--- src/rtl/button_color_reader_if.sv ---
// Button/colour signal bundle between the button reader and its consumers.
// The reader uses the slave modport; a pin driver or bench uses master.
interface button_color_reader_if;
  logic       btn_n;
  logic       pressed;
  logic [2:0] color_n;
  logic       color_valid;
  logic       long_press;

  modport master (
    output btn_n,
    input  pressed,
    input  color_n,
    input  color_valid,
    input  long_press
  );

  modport slave (
    input  btn_n,
    output pressed,
    output color_n,
    output color_valid,
    output long_press
  );
endinterface

--- src/rtl/button_color_reader.sv ---
// Synchronizes and debounces an active-low button, then steps an active-low RGB colour code.
// Optional LONG_PRESS_EN: long presses toggle a blank flag that forces the LED off.
module button_color_reader #(
  parameter int unsigned DEBOUNCE_CYCLES = 120000,
  parameter int unsigned LONG_CYCLES     = 12000000
) (
  input logic                   clk,
  input logic                   rst_n,
  button_color_reader_if.slave  btn_io
);

  localparam int unsigned DbW = $clog2(DEBOUNCE_CYCLES + 1);

  typedef enum logic [1:0] {StReleased, StPressed, StHeld} state_e;

  logic           sync1_q, sync2_q;
  logic           deb_q, deb_d;
  logic [DbW-1:0] db_cnt_q, db_cnt_d;
  logic           pressed;
  state_e         state_q, state_d;
  logic [2:0]     idx_q, idx_d;
  logic           blank_q, blank_d;
  logic [2:0]     color_q, color_d;
  logic           valid_q, valid_d;
  logic           long_q, long_d;
  logic           short_act, long_act;
  logic [2:0]     idx_next;

`ifdef LONG_PRESS_EN
  localparam int unsigned HoldW = $clog2(LONG_CYCLES);
  logic [HoldW-1:0] hold_q, hold_d;
`endif

  function automatic logic [2:0] color_lut(input logic [2:0] i);
    logic [2:0] c;
    case (i)
      3'd0:    c = 3'b011;
      3'd1:    c = 3'b101;
      3'd2:    c = 3'b110;
      3'd3:    c = 3'b001;
      3'd4:    c = 3'b100;
      3'd5:    c = 3'b010;
      3'd6:    c = 3'b000;
      default: c = 3'b011;
    endcase
    return c;
  endfunction

  // The debounced level only flips after the input has disagreed for DEBOUNCE_CYCLES cycles.
  always_comb begin
    db_cnt_d = '0;
    deb_d    = deb_q;
    if (sync2_q != deb_q) begin
      if (db_cnt_q == DbW'(DEBOUNCE_CYCLES - 1)) begin
        deb_d = ~deb_q;
      end else begin
        db_cnt_d = db_cnt_q + 1'b1;
      end
    end
  end

  assign pressed  = ~deb_q;
  assign idx_next = (idx_q == 3'd6) ? 3'd0 : idx_q + 3'd1;

  always_comb begin
    state_d   = state_q;
    idx_d     = idx_q;
    blank_d   = blank_q;
    valid_d   = 1'b0;
    long_d    = 1'b0;
    short_act = 1'b0;
    long_act  = 1'b0;
`ifdef LONG_PRESS_EN
    hold_d    = hold_q;
`endif
    unique case (state_q)
      StReleased: begin
        if (pressed) begin
          state_d = StPressed;
`ifdef LONG_PRESS_EN
          hold_d  = '0;
`endif
        end
      end
      StPressed: begin
        // Release is checked first so a coincident long-press threshold loses.
        if (!pressed) begin
          state_d   = StReleased;
          short_act = 1'b1;
        end
`ifdef LONG_PRESS_EN
        else if (hold_q == HoldW'(LONG_CYCLES - 1)) begin
          state_d  = StHeld;
          long_act = 1'b1;
        end else begin
          hold_d = hold_q + 1'b1;
        end
`endif
      end
      StHeld: begin
        if (!pressed) state_d = StReleased;
      end
      default: state_d = StReleased;
    endcase

    if (short_act) begin
      valid_d = 1'b1;
`ifdef LONG_PRESS_EN
      if (blank_q) blank_d = 1'b0;
      else         idx_d   = idx_next;
`else
      idx_d = idx_next;
`endif
    end
    if (long_act) begin
      valid_d = 1'b1;
      long_d  = 1'b1;
      blank_d = ~blank_q;
    end
    color_d = blank_d ? 3'b111 : color_lut(idx_d);
  end

  always_ff @(posedge clk or negedge rst_n) begin
    if (!rst_n) begin
      sync1_q  <= 1'b1;
      sync2_q  <= 1'b1;
      deb_q    <= 1'b1;
      db_cnt_q <= '0;
      state_q  <= StReleased;
      idx_q    <= 3'd0;
      color_q  <= 3'b011;
      valid_q  <= 1'b0;
      long_q   <= 1'b0;
    end else begin
      sync1_q  <= btn_io.btn_n;
      sync2_q  <= sync1_q;
      deb_q    <= deb_d;
      db_cnt_q <= db_cnt_d;
      state_q  <= state_d;
      idx_q    <= idx_d;
      color_q  <= color_d;
      valid_q  <= valid_d;
      long_q   <= long_d;
    end
  end

`ifdef LONG_PRESS_EN
  always_ff @(posedge clk or negedge rst_n) begin
    if (!rst_n) begin
      hold_q  <= '0;
      blank_q <= 1'b0;
    end else begin
      hold_q  <= hold_d;
      blank_q <= blank_d;
    end
  end
`else
  assign blank_q = 1'b0;
`endif

  assign btn_io.pressed     = pressed;
  assign btn_io.color_n     = color_q;
  assign btn_io.color_valid = valid_q;
  assign btn_io.long_press  = long_q;

endmodule

--- src/flat_wrapper.sv ---
// flat-port wrapper written by rule: the top's interface ports become plain ports
module button_color_reader_flat 
#(
  parameter int unsigned DEBOUNCE_CYCLES = 120000,
  parameter int unsigned LONG_CYCLES     = 12000000
)
  (clk, rst_n, btn_io_btn_n, btn_io_pressed, btn_io_color_n, btn_io_color_valid, btn_io_long_press);
  button_color_reader_if btn_io_i ();
  input logic clk;
  input logic rst_n;
  input wire logic [$bits(btn_io_i.btn_n)-1:0] btn_io_btn_n;
  output wire logic [$bits(btn_io_i.pressed)-1:0] btn_io_pressed;
  output wire logic [$bits(btn_io_i.color_n)-1:0] btn_io_color_n;
  output wire logic [$bits(btn_io_i.color_valid)-1:0] btn_io_color_valid;
  output wire logic [$bits(btn_io_i.long_press)-1:0] btn_io_long_press;
  assign btn_io_i.btn_n = btn_io_btn_n;
  assign btn_io_pressed = btn_io_i.pressed;
  assign btn_io_color_n = btn_io_i.color_n;
  assign btn_io_color_valid = btn_io_i.color_valid;
  assign btn_io_long_press = btn_io_i.long_press;
  button_color_reader #(.DEBOUNCE_CYCLES(DEBOUNCE_CYCLES), .LONG_CYCLES(LONG_CYCLES)) u_core (.clk(clk), .rst_n(rst_n), .btn_io(btn_io_i));
endmodule
--- config.mk ---
export PLATFORM = sky130hd
export DESIGN_NAME = button_color_reader_flat
export DESIGN_NICKNAME = d
export VERILOG_FILES = /design/src/rtl/button_color_reader_if.sv /design/src/rtl/button_color_reader.sv /design/src/flat_wrapper.sv
export SDC_FILE = /design/constraint.sdc
export NUM_CORES = 1
export LEC_CHECK = 0
export ABC_AREA = 1
export BUFFER_PORTS_ARGS = -buffer_cell sky130_fd_sc_hd__buf_2
export CAP_MARGIN = 25
export CORE_MARGIN = 5
export CORE_UTILIZATION = 25
export DETAILED_ROUTE_END_ITERATION = 12
export PLACE_DENSITY = 0.5
export REMOVE_ABC_BUFFERS = 1
export SYNTH_ARGS = -nofsm -noshare
export SYNTH_HDL_FRONTEND = slang
export SYNTH_SLANG_ARGS = --single-unit
--- constraint.sdc ---
create_clock -name clk -period 2.3 [get_ports clk]
set_input_delay 0.46 -clock clk [delete_from_list [all_inputs] [get_ports clk]]
set_output_delay 0.46 -clock clk [all_outputs]
set_load 0.005 [all_outputs]
==> flow_metrics.env, run 1 <==
export IMPL_synth_seq_area_share_pct=49.9
export IMPL_grt_pass1_wl_um=4650
export IMPL_layout_cells_most_common_list="34 x nand2_1, 34 x nor2_1, 23 x dfrtp_1"
export IMPL_synth_top_family_by_area="simple AND/OR/NAND/NOR gates"
export IMPL_cts_tree="built"
export IMPL_io_pins=9
export IMPL_post_place_cells=250
export IMPL_wl_per_cell_um=10.6
export IMPL_clk_latency_ns=0.27
export IMPL_place_hpwl_um=2060
export IMPL_cellPowerDensity_nw_per_um2=573
export IMPL_area_delta_synth_final_pct=13.3
export IMPL_fp_dieW_um=85.3
export IMPL_die_y_um=85.3
export IMPL_tightestPinTransition_ns=0.641
export IMPL_syn_cell_area_um2=1420
export IMPL_grt_usage_pct=7.86
export IMPL_cts_resized=0
export IMPL_cts_root_buf="clkbuf_8"
export IMPL_cts_path_max_buffers=2
export IMPL_synth_distinct_cells=24
export IMPL_wirelength_um=2680
export IMPL_yosysWarnings=0
export IMPL_drv_cap=0
export IMPL_cp_top_family="flip-flops"
export IMPL_antenna_found_initial=0
export IMPL_drt_pass1_iter_count=4
export IMPL_route_vias_total=1058
export IMPL_n_antenna_cell=0
export IMPL_ys_seq_elements=28
export IMPL_endpoint_kind="flop"
export IMPL_grt_max_degree=29
export IMPL_postSynthAreaPerCell_um2=8.23
export IMPL_min_period_ns=1.55
export IMPL_nets=188
export IMPL_setup_violations=0
export IMPL_run_status="completed"
export IMPL_hold_viol=0
export IMPL_synth_xor_area_share_pct=6.10
export IMPL_fin_area_um2=1610
export IMPL_hold_class="primary input to asynchronous set/reset pin"
export IMPL_finalClockSkew_ns=0.00203
export IMPL_synthMuxAreaShare_pct=0
export IMPL_drc=0
export IMPL_clock_fmax_mhz=644
export IMPL_drive_gt1_share_pct=17.0
export IMPL_yosys_area_share_adder_pct=1.77
export IMPL_ff2ff_path_depth=7
export IMPL_row_count=27
export IMPL_design_core_area_um2=5510
export IMPL_vdd_drop_max_mv=0.407
export IMPL_min_period_over_period_pct=67.5
export IMPL_syn_inst=172
export IMPL_placed_area_um2=1530
export IMPL_port_buffers=7
export IMPL_yosys_area_share_simple_pct=30.9
export IMPL_initial_utilization_pct=25.7
export IMPL_r2r_start="u_core.deb_q"
export IMPL_fin_cells=254
export IMPL_critPathBufInv=1
export IMPL_synth_compound_area_share_pct=4.42
export IMPL_cts_sinks=28
export IMPL_total_leakage_power_nw=0.662
export IMPL_cts_setup_buffers=0
export IMPL_final_util_pct=29.2
export IMPL_worstPathArrival_ns=1.77
export IMPL_crit_fanout=7
export IMPL_finalSetupTns_ns=0
export IMPL_crit_required_ns=2.51
export IMPL_drt_iter0_drc=78
export IMPL_slew_viol_final=0
export IMPL_gp_congestion=0.776
export IMPL_power_total_mw=0.919
export IMPL_crit_type="flop to flop"
export IMPL_cpPeakStageDelay_ns=0.58
export IMPL_antenna_left=0
export IMPL_cts_buffers=3
export IMPL_dieArea_um2=7270
export IMPL_grt_overflow=0
export IMPL_htree_levels=1
export IMPL_rsz0062_at_grt="no"
export IMPL_clkSlewWorstSetupHoldPaths_ns=0.09
export IMPL_avgViaCountPerCell=4.17
export IMPL_critPathSlowestCell="dfstp_2"
export IMPL_grt_pass1_vias=1052
export IMPL_r2r_end="u_core.btn_io.color_n[2]"
export IMPL_r2r_setup_slack_ns=0.75
export IMPL_cp_start_kind="flop"
export IMPL_cts_hold_buffers=0
export IMPL_slew_headroom_pct=57.3
export IMPL_crit_chain="ha_1, a21oi_1, nor2_2, inv_1, nor2_1, nand2_1, nand3_1"
[layer usage]
metal | share of wire, % | global-route usage (%) | vias up
met5 | 0 | 0 | -
met3 | 3.2 | 2.52 | 2
li1 | - | - | 550
met4 | 0.56 | 1.29 | 0
met1 | 50 | 10.4 | 491
met2 | 47 | 12.7 | 15
[worst max-delay path by stage]
stage | start | end | cells past startpoint
after floorplan | u_core.deb_q | u_core.btn_io.color_n[2] | 6
after global placement | u_core.deb_q | u_core.btn_io.color_n[2] | 7
after detailed placement | u_core.deb_q | u_core.btn_io.color_n[2] | 7
after CTS | u_core.deb_q | u_core.btn_io.color_n[2] | 7
after global routing | u_core.deb_q | u_core.btn_io.color_n[2] | 7
final | u_core.deb_q | u_core.btn_io.color_n[2] | 7
[logic make-up (layout without fill, tap and decap cells)]
logic type	Yosys count	after routing
flops	28	28
other cells	1	1
simple gates	97	97
xor+xnor	9	9
fa+ha+maj	2	2
buf+inv	24	34
compound gates	11	11
[worst register-to-register path, delay by kind of cell, from the launching register on]
family	cells	cell delay (ns)
DFF	1	0.58
and+or+nand+nor	4	0.41
adders and majority gates	1	0.29
AOI/OAI and AO/OA	1	0.12
buffers and inverters	1	0.09
[layout make-up]
cell class / instances / area, um^2
Inverter: 23 / 86.3
Clock buffer: 3 / 41.3
Sequential cell: 28 / 707
Tap cell: 72 / 90.1
Clock inverter: 1 / 30.0
Multi-Input combinational cell: 120 / 616
Timing Repair Buffer: 7 / 35.0
Fill cell: 593 / 3900
[flip-flops by register name, summed over array words and instances (netlist names)]
register,cells
u_core.btn_io.color_n,3
u_core.btn_io.color_valid,1
u_core.sync1_q,1
u_core.deb_q,1
u_core.db_cnt_q,17
u_core.state_q,1
u_core.sync2_q,1
u_core.idx_q,3
[synthesized netlist by cell type]
cell type,n,share of area [%]
nand2_1,34,9.0
nor2_1,34,9.0
dfrtp_1,23,41
inv_1,22,5.8
nand3_1,13,4.6
nor2_2,6,2.7
xor2_1,6,3.7
a21oi_1,5,1.8
dfstp_2,5,9.3
nand2_2,3,1.3
o21ai_0,3,1.1
ha_1,2,1.8
nand4_1,2,0.88
nor3b_1,2,1.1
o21ai_2,2,1.2
xnor2_1,2,1.2
buf_4,1,0.53
conb_1,1,0.26
inv_2,1,0.26
nand4_2,1,0.88
nor3_1,1,0.35
nor3_4,1,1.1
o21ai_1,1,0.35
xor2_2,1,1.1
[metrics by stage]
step,hold WS [ns],setup WS (ns)
after floorplan,0.164,0.897
after global placement,0.347,0.760
after detailed placement,0.348,0.754
after CTS,0.219,0.730
after global routing,0.246,0.608
final,0.200,0.746
[report_power, final]
group | internal [mW] | switching, mW | total [mW]
clock | 0.233 | 0.154 | 0.386
combinational | 0.00692 | 0.0220 | 0.0289
sequential | 0.500 | 0.00428 | 0.504
total | 0.739 | 0.180 | 0.919
Note: power is estimated with default switching activity, not from simulation.
==> run 2, diff against run 1 <==
--- a/config.mk
+++ b/config.mk
@@ -5,7 +5,7 @@
 export SDC_FILE = /design/constraint.sdc
 export NUM_CORES = 1
 export LEC_CHECK = 0
-export ABC_AREA = 1
+export ABC_AREA = 0
 export BUFFER_PORTS_ARGS = -buffer_cell sky130_fd_sc_hd__buf_2
 export CAP_MARGIN = 25
 export CORE_MARGIN = 5
==> constraint.sdc (replaced) <==
create_clock -name clk -period 1.6 [get_ports clk]
set_input_delay 0.32 -clock clk [delete_from_list [all_inputs] [get_ports clk]]
set_output_delay 0.32 -clock clk [all_outputs]
set_load 0.005 [all_outputs]
==> run 2 against run 1 <==
Compared with the run above:
- synthesized area shrank 6.7%
- sequential cell count is the same
- highest routed layer unchanged
- critical endpoint is now u_core.db_cnt_q[12]
- largest cell class unchanged
- worst hold slack lost 0.15 ns
- synthesized cell count shrank 27%
- first-iteration DRC count shrank 27%
==> flow_metrics.env, run 2 <==
export IMPL_yosysMostFrequentCell="dfrtp_1"
export IMPL_hold_slack_ns=0.0507
export IMPL_drc=0
export IMPL_hold_viol=0
export IMPL_drv_cap=0
export IMPL_ys_seq_elements=28
export IMPL_cellPowerDensity_nw_per_um2=753
export IMPL_synth_largest_area_cell="dfrtp_1"
export IMPL_n_antenna_cell=0
export IMPL_cts_hold_buffers=0
export IMPL_clock_fmax_mhz=667
export IMPL_clkSlewWorstSetupHoldPaths_ns=0.09
export IMPL_port_buffers=7
export IMPL_vdd_drop_max_mv=0.239
export IMPL_synthTopCellsByCount="23 x dfrtp_1, 18 x nor2_1, 10 x xor2_1"
export IMPL_min_period_over_period_pct=93.7
export IMPL_initial_utilization_pct=25.9
export IMPL_syn_inst=126
export IMPL_clk_latency_ns=0.27
export IMPL_grt_max_degree=29
export IMPL_cp_start_kind="flop"
export IMPL_slew_headroom_pct=58.9
export IMPL_placed_area_um2=1480
export IMPL_regArea_um2=707
export IMPL_cts_buffers=3
export IMPL_fin_cells=210
export IMPL_synth_flop_cell="dfrtp_1"
export IMPL_top_register="u_core.db_cnt_q"
export IMPL_wl_per_cell_um=11.4
export IMPL_synth_seq_area_share_pct=53.5
export IMPL_async_flop_share_pct=100
export IMPL_htree_levels=1
export IMPL_synth_edf_count=0
export IMPL_grt_pass1_wl_um=4370
export IMPL_area_delta_synth_final_pct=17.0
export IMPL_crit_required_ns=1.77
export IMPL_nets=146
export IMPL_syn_cell_area_um2=1320
export IMPL_finalSetupTns_ns=0
export IMPL_slew_viol_final=0
export IMPL_cts_root_buf="clkbuf_8"
export IMPL_cts_sinks=28
export IMPL_fin_area_um2=1550
export IMPL_place_hpwl_um=1760
export IMPL_wirelength_um=2400
export IMPL_dieArea_um2=6840
export IMPL_endpoint_kind="flop"
export IMPL_crit_fanout=17
export IMPL_run_status="completed"
export IMPL_yosysWarnings=0
export IMPL_grt_overflow=0
export IMPL_finalClockSkew_ns=0.00266
export IMPL_largest_register_ffs=17
export IMPL_timing_final_ws_setup_ns=0.101
export IMPL_place_ws_ns=0.0390
export IMPL_antenna_left=0
export IMPL_postSynthAreaPerCell_um2=10.5
export IMPL_synth_top_area_share_pct=43.6
export IMPL_design_core_area_um2=5110
export IMPL_multi_input_area_um2=573
export IMPL_avgViaCountPerCell=4.34
export IMPL_drt_iter0_drc=57
export IMPL_crit_type="flop to flop"
export IMPL_synth_distinct_cells=30
export IMPL_grt_usage_pct=8.34
export IMPL_cts_tree="built"
export IMPL_tightestPinTransition_ns=0.617
export IMPL_drive_gt1_share_pct=22.9
export IMPL_drt_pass1_iter_count=4
export IMPL_die_y_um=82.7
export IMPL_post_place_cells=205
export IMPL_min_period_ns=1.50
export IMPL_synthTopCellsByArea="dfrtp_1 44%, dfstp_2 9.9%, xor2_1 6.6%"
export IMPL_total_leakage_power_nw=0.647
export IMPL_nFillCells=534
export IMPL_cts_path_max_buffers=2
export IMPL_fp_dieW_um=82.7
export IMPL_mostFrequentLayoutCell="dfrtp_1"
export IMPL_worstPathArrival_ns=1.67
export IMPL_row_count=26
export IMPL_setup_violations=0
export IMPL_hold_class="primary input to asynchronous set/reset pin"
export IMPL_route_vias_total=911
export IMPL_layout_cells_most_common_list="23 x dfrtp_1, 18 x nor2_1, 10 x xor2_1"
export IMPL_gp_congestion=0.756
export IMPL_grt_pass1_vias=981
export IMPL_io_pins=9
export IMPL_antenna_found_initial=0
[run 2: final timing paths]
check | to | slack [ns] | cells past startpoint | start
max | u_core.db_cnt_q[12] | 0.10 | 5 | u_core.db_cnt_q[11]
min | u_core.db_cnt_q[9] | 0.05 | 1 | rst_n
max reg2reg | u_core.db_cnt_q[12] | 0.10 | 5 | u_core.db_cnt_q[11]
min reg2reg | u_core.sync2_q | 0.36 | 0 | u_core.sync1_q
max in group asynchronous | u_core.btn_io.color_n[2] | 1.15 | 1 | rst_n
min in group clk | u_core.sync1_q | 0.14 | 1 | btn_io_btn_n
[run 2: metrics by stage]
stage / total power, mW / utilization, %
4_1_cts: 1.20 / 29.9
2_1_floorplan: 0.760 / -
3_3_place_gp: 0.793 / 29.0
6_report: 1.17 / 30.3
5_1_grt: 1.23 / 30.3
3_5_place_dp: 0.794 / 29.0
[run 2: critical path, cell delays in order (launching register included)]
cell	delay, ns
dfrtp_1	0.42
nor4b_1	0.29
nand3_1	0.20
o31ai_4	0.25
buf_12	0.18
nor2_1	0.06
[run 2: cells by family after synthesis]
kind of cell / synth area share [%]
AOI/OAI and AO/OA: 7.95
xor gates and xnor gates: 10.6
adders and majority gates: 1.89
buffers and inverters: 4.07
DFF: 53.5
muxes: 0.852
other: 0.284
and+or+nand+nor: 20.8
[run 2: layout make-up]
class	count	share of cell area (%)
clock buffers	4	2.91
repair buffers	17	7.93
inverters	3	0.728
flip-flops and latches	28	45.7
well taps	70	5.66
multi-input cells	88	37.1
[run 2: where the power goes]
part	switching (mW)	leakage, nW	internal, mW
clock	0.208	0.0228	0.179
sequential	0.00550	0.366	0.718
combinational	0.0354	0.258	0.0196
total	0.249	0.647	0.916
[run 2: per-layer routing]
layer  wire length, um  GRT usage [%]  vias up
met2              1200           14.2       14
met1              1060           9.89      434
met5                 0              0        -
met3                96           1.95        4
li1                  -              -      459
met4                43           3.92        0
[run 2: timing repair]
| action | in CTS | in global routing |
|---|---|---|
| gates resized for setup | 0 | 5 |
| endpoints found under the setup margin | 0 | 14 |
| buffers inserted | 0 | 1 |
==> run 3, diff against run 2 <==
--- a/config.mk
+++ b/config.mk
@@ -5,7 +5,7 @@
 export SDC_FILE = /design/constraint.sdc
 export NUM_CORES = 1
 export LEC_CHECK = 0
-export ABC_AREA = 0
+export ABC_AREA = 1
 export BUFFER_PORTS_ARGS = -buffer_cell sky130_fd_sc_hd__buf_2
 export CAP_MARGIN = 25
 export CORE_MARGIN = 5
==> run 3 against run 2 <==
Compared with the run above:
- die area is 6.3% higher
- highest routed layer unchanged
- routed wire length is 4.4% higher
- largest power group unchanged
- critical path type unchanged
- largest cell class unchanged
- critical endpoint is now u_core.btn_io.color_n[2]
- first-iteration DRC count is 8.8% higher
- clock skew hardly changed
==> flow_metrics.env, run 3 (synthesis results as in run 1) <==
export IMPL_cp_start_kind="flop"
export IMPL_cellPowerDensity_nw_per_um2=740
export IMPL_multi_input_area_um2=618
export IMPL_fp_dieW_um=85.3
export IMPL_gp_congestion=0.820
export IMPL_crit_top_cell="inv_1"
export IMPL_drc=0
export IMPL_critPathBufInv=2
export IMPL_wl_per_cell_um=9.81
export IMPL_rsz0062_at_grt="no"
export IMPL_n_antenna_cell=0
export IMPL_run_status="completed"
export IMPL_finalSetupTns_ns=0
export IMPL_drv_cap=0
export IMPL_area_delta_synth_final_pct=12.9
export IMPL_io_pins=9
export IMPL_clock_fmax_mhz=708
export IMPL_crit_required_ns=1.76
export IMPL_worstPathArrival_ns=1.57
export IMPL_nFillCells=582
export IMPL_cts_path_max_buffers=2
export IMPL_power_total_mw=1.18
export IMPL_grt_pass1_wl_um=4510
export IMPL_crit_fanout=7
export IMPL_hold_class="primary input to asynchronous set/reset pin"
export IMPL_drt_pass1_iter_count=4
export IMPL_total_leakage_power_nw=0.659
export IMPL_grt_pass1_vias=976
export IMPL_cp_top_family="flip-flops"
export IMPL_endpoint_kind="flop"
export IMPL_min_period_ns=1.41
export IMPL_dieArea_um2=7270
export IMPL_initial_utilization_pct=25.7
export IMPL_slew_headroom_pct=58.5
export IMPL_port_buffers=7
export IMPL_finalClockSkew_ns=0.00256
export IMPL_hold_viol=0
export IMPL_clkSlewWorstSetupHoldPaths_ns=0.09
export IMPL_drive_gt1_share_pct=18.0
export IMPL_grt_max_degree=29
export IMPL_row_count=27
export IMPL_cpPeakStageDelay_ns=0.54
export IMPL_vdd_drop_max_mv=0.457
export IMPL_topRoutingLayerUsed="met4"
export IMPL_place_hpwl_um=1960
export IMPL_min_period_over_period_pct=88.3
export IMPL_largest_register_ffs=17
export IMPL_avgViaCountPerCell=4.07
export IMPL_die_y_um=85.3
export IMPL_antenna_left=0
export IMPL_drt_iter0_drc=62
export IMPL_wl_met2_um=1090
export IMPL_cts_root_buf="clkbuf_8"
export IMPL_wirelength_um=2500
export IMPL_crit_chain="ha_2, inv_1, o21ai_2, inv_1, nand2_1, nand3_1"
export IMPL_antenna_found_initial=0
export IMPL_cts_hold_buffers=0
export IMPL_crit_type="flop to flop"
export IMPL_setup_violations=0
export IMPL_cts_buffers=3
export IMPL_critPathSlowestCell="dfstp_2"
export IMPL_tightestPinTransition_ns=0.622
export IMPL_htree_levels=1
export IMPL_design_core_area_um2=5510
export IMPL_layout_cells_most_common_list="34 x nand2_1, 34 x nor2_1, 23 x dfrtp_1"
export IMPL_cts_tree="built"
export IMPL_regArea_um2=707
export IMPL_grt_usage_pct=7.58
export IMPL_slew_viol_final=0
export IMPL_dr_wl_met3_um=102
export IMPL_clk_latency_ns=0.26
export IMPL_grt_overflow=0
export IMPL_cts_sinks=28
export IMPL_nets=189
export IMPL_top_register="u_core.db_cnt_q"
export IMPL_wl_met1_um=1300
export IMPL_route_vias_total=1039
-- run 3: cell type report --
cell class              instances  area share, %
inverters                      23           5.40
well taps                      72           5.63
repair buffers                  8           2.66
flip-flops and latches         28           44.2
multi-input cells             120           38.7
clock buffers                   4           3.44
-- run 3: timing repair --
action                                  4_1_cts  5_1_grt
endpoints found under the setup margin        0        1
resized for setup                             0        1
buffers inserted                              0        0
-- run 3: power by group --
| group | leakage [nW] | switching (mW) | internal (mW) | total, mW |
|---|---|---|---|---|
| clock network | 0.0288 | 0.198 | 0.220 | 0.417 |
| logic | 0.265 | 0.0316 | 0.0102 | 0.0417 |
| registers | 0.366 | 0.00644 | 0.718 | 0.725 |
| total | 0.659 | 0.236 | 0.948 | 1.18 |
-- run 3: worst paths after layout --
| path | from | to | slack (ns) | cells after the start |
|---|---|---|---|---|
| max in group asynchronous | rst_n | u_core.db_cnt_q[14] | 1.14 | 1 |
| hold reg to reg | u_core.sync1_q | u_core.sync2_q | 0.36 | 0 |
| setup reg to reg | u_core.deb_q | u_core.btn_io.color_n[2] | 0.19 | 6 |
| setup / recovery | u_core.deb_q | u_core.btn_io.color_n[2] | 0.19 | 6 |
| min in group clk | btn_io_btn_n | u_core.sync1_q | 0.15 | 1 |
| hold / removal | rst_n | u_core.db_cnt_q[8] | 0.06 | 1 |
-- run 3: per-layer routing --
layer / GRT usage [%] / up-vias
met5: 0 / -
met4: 1.29 / 0
met3: 1.94 / 2
met2: 12.0 / 19
met1: 10.5 / 465
li1: - / 553
-- run 3: stage by stage --
stage	instance area, um^2	utilization [%]	worst slack, ns	instances	hold slack (ns)
floorplan	1410	-	0.197	171	0.0244
global placement	1540	28.0	0.119	251	0.354
detailed placement	1540	28.0	0.103	251	0.351
CTS	1600	29.0	0.0941	255	0.0810
global route	1600	29.0	0.00375	255	0.108
finish	1600	29.0	0.187	255	0.0635
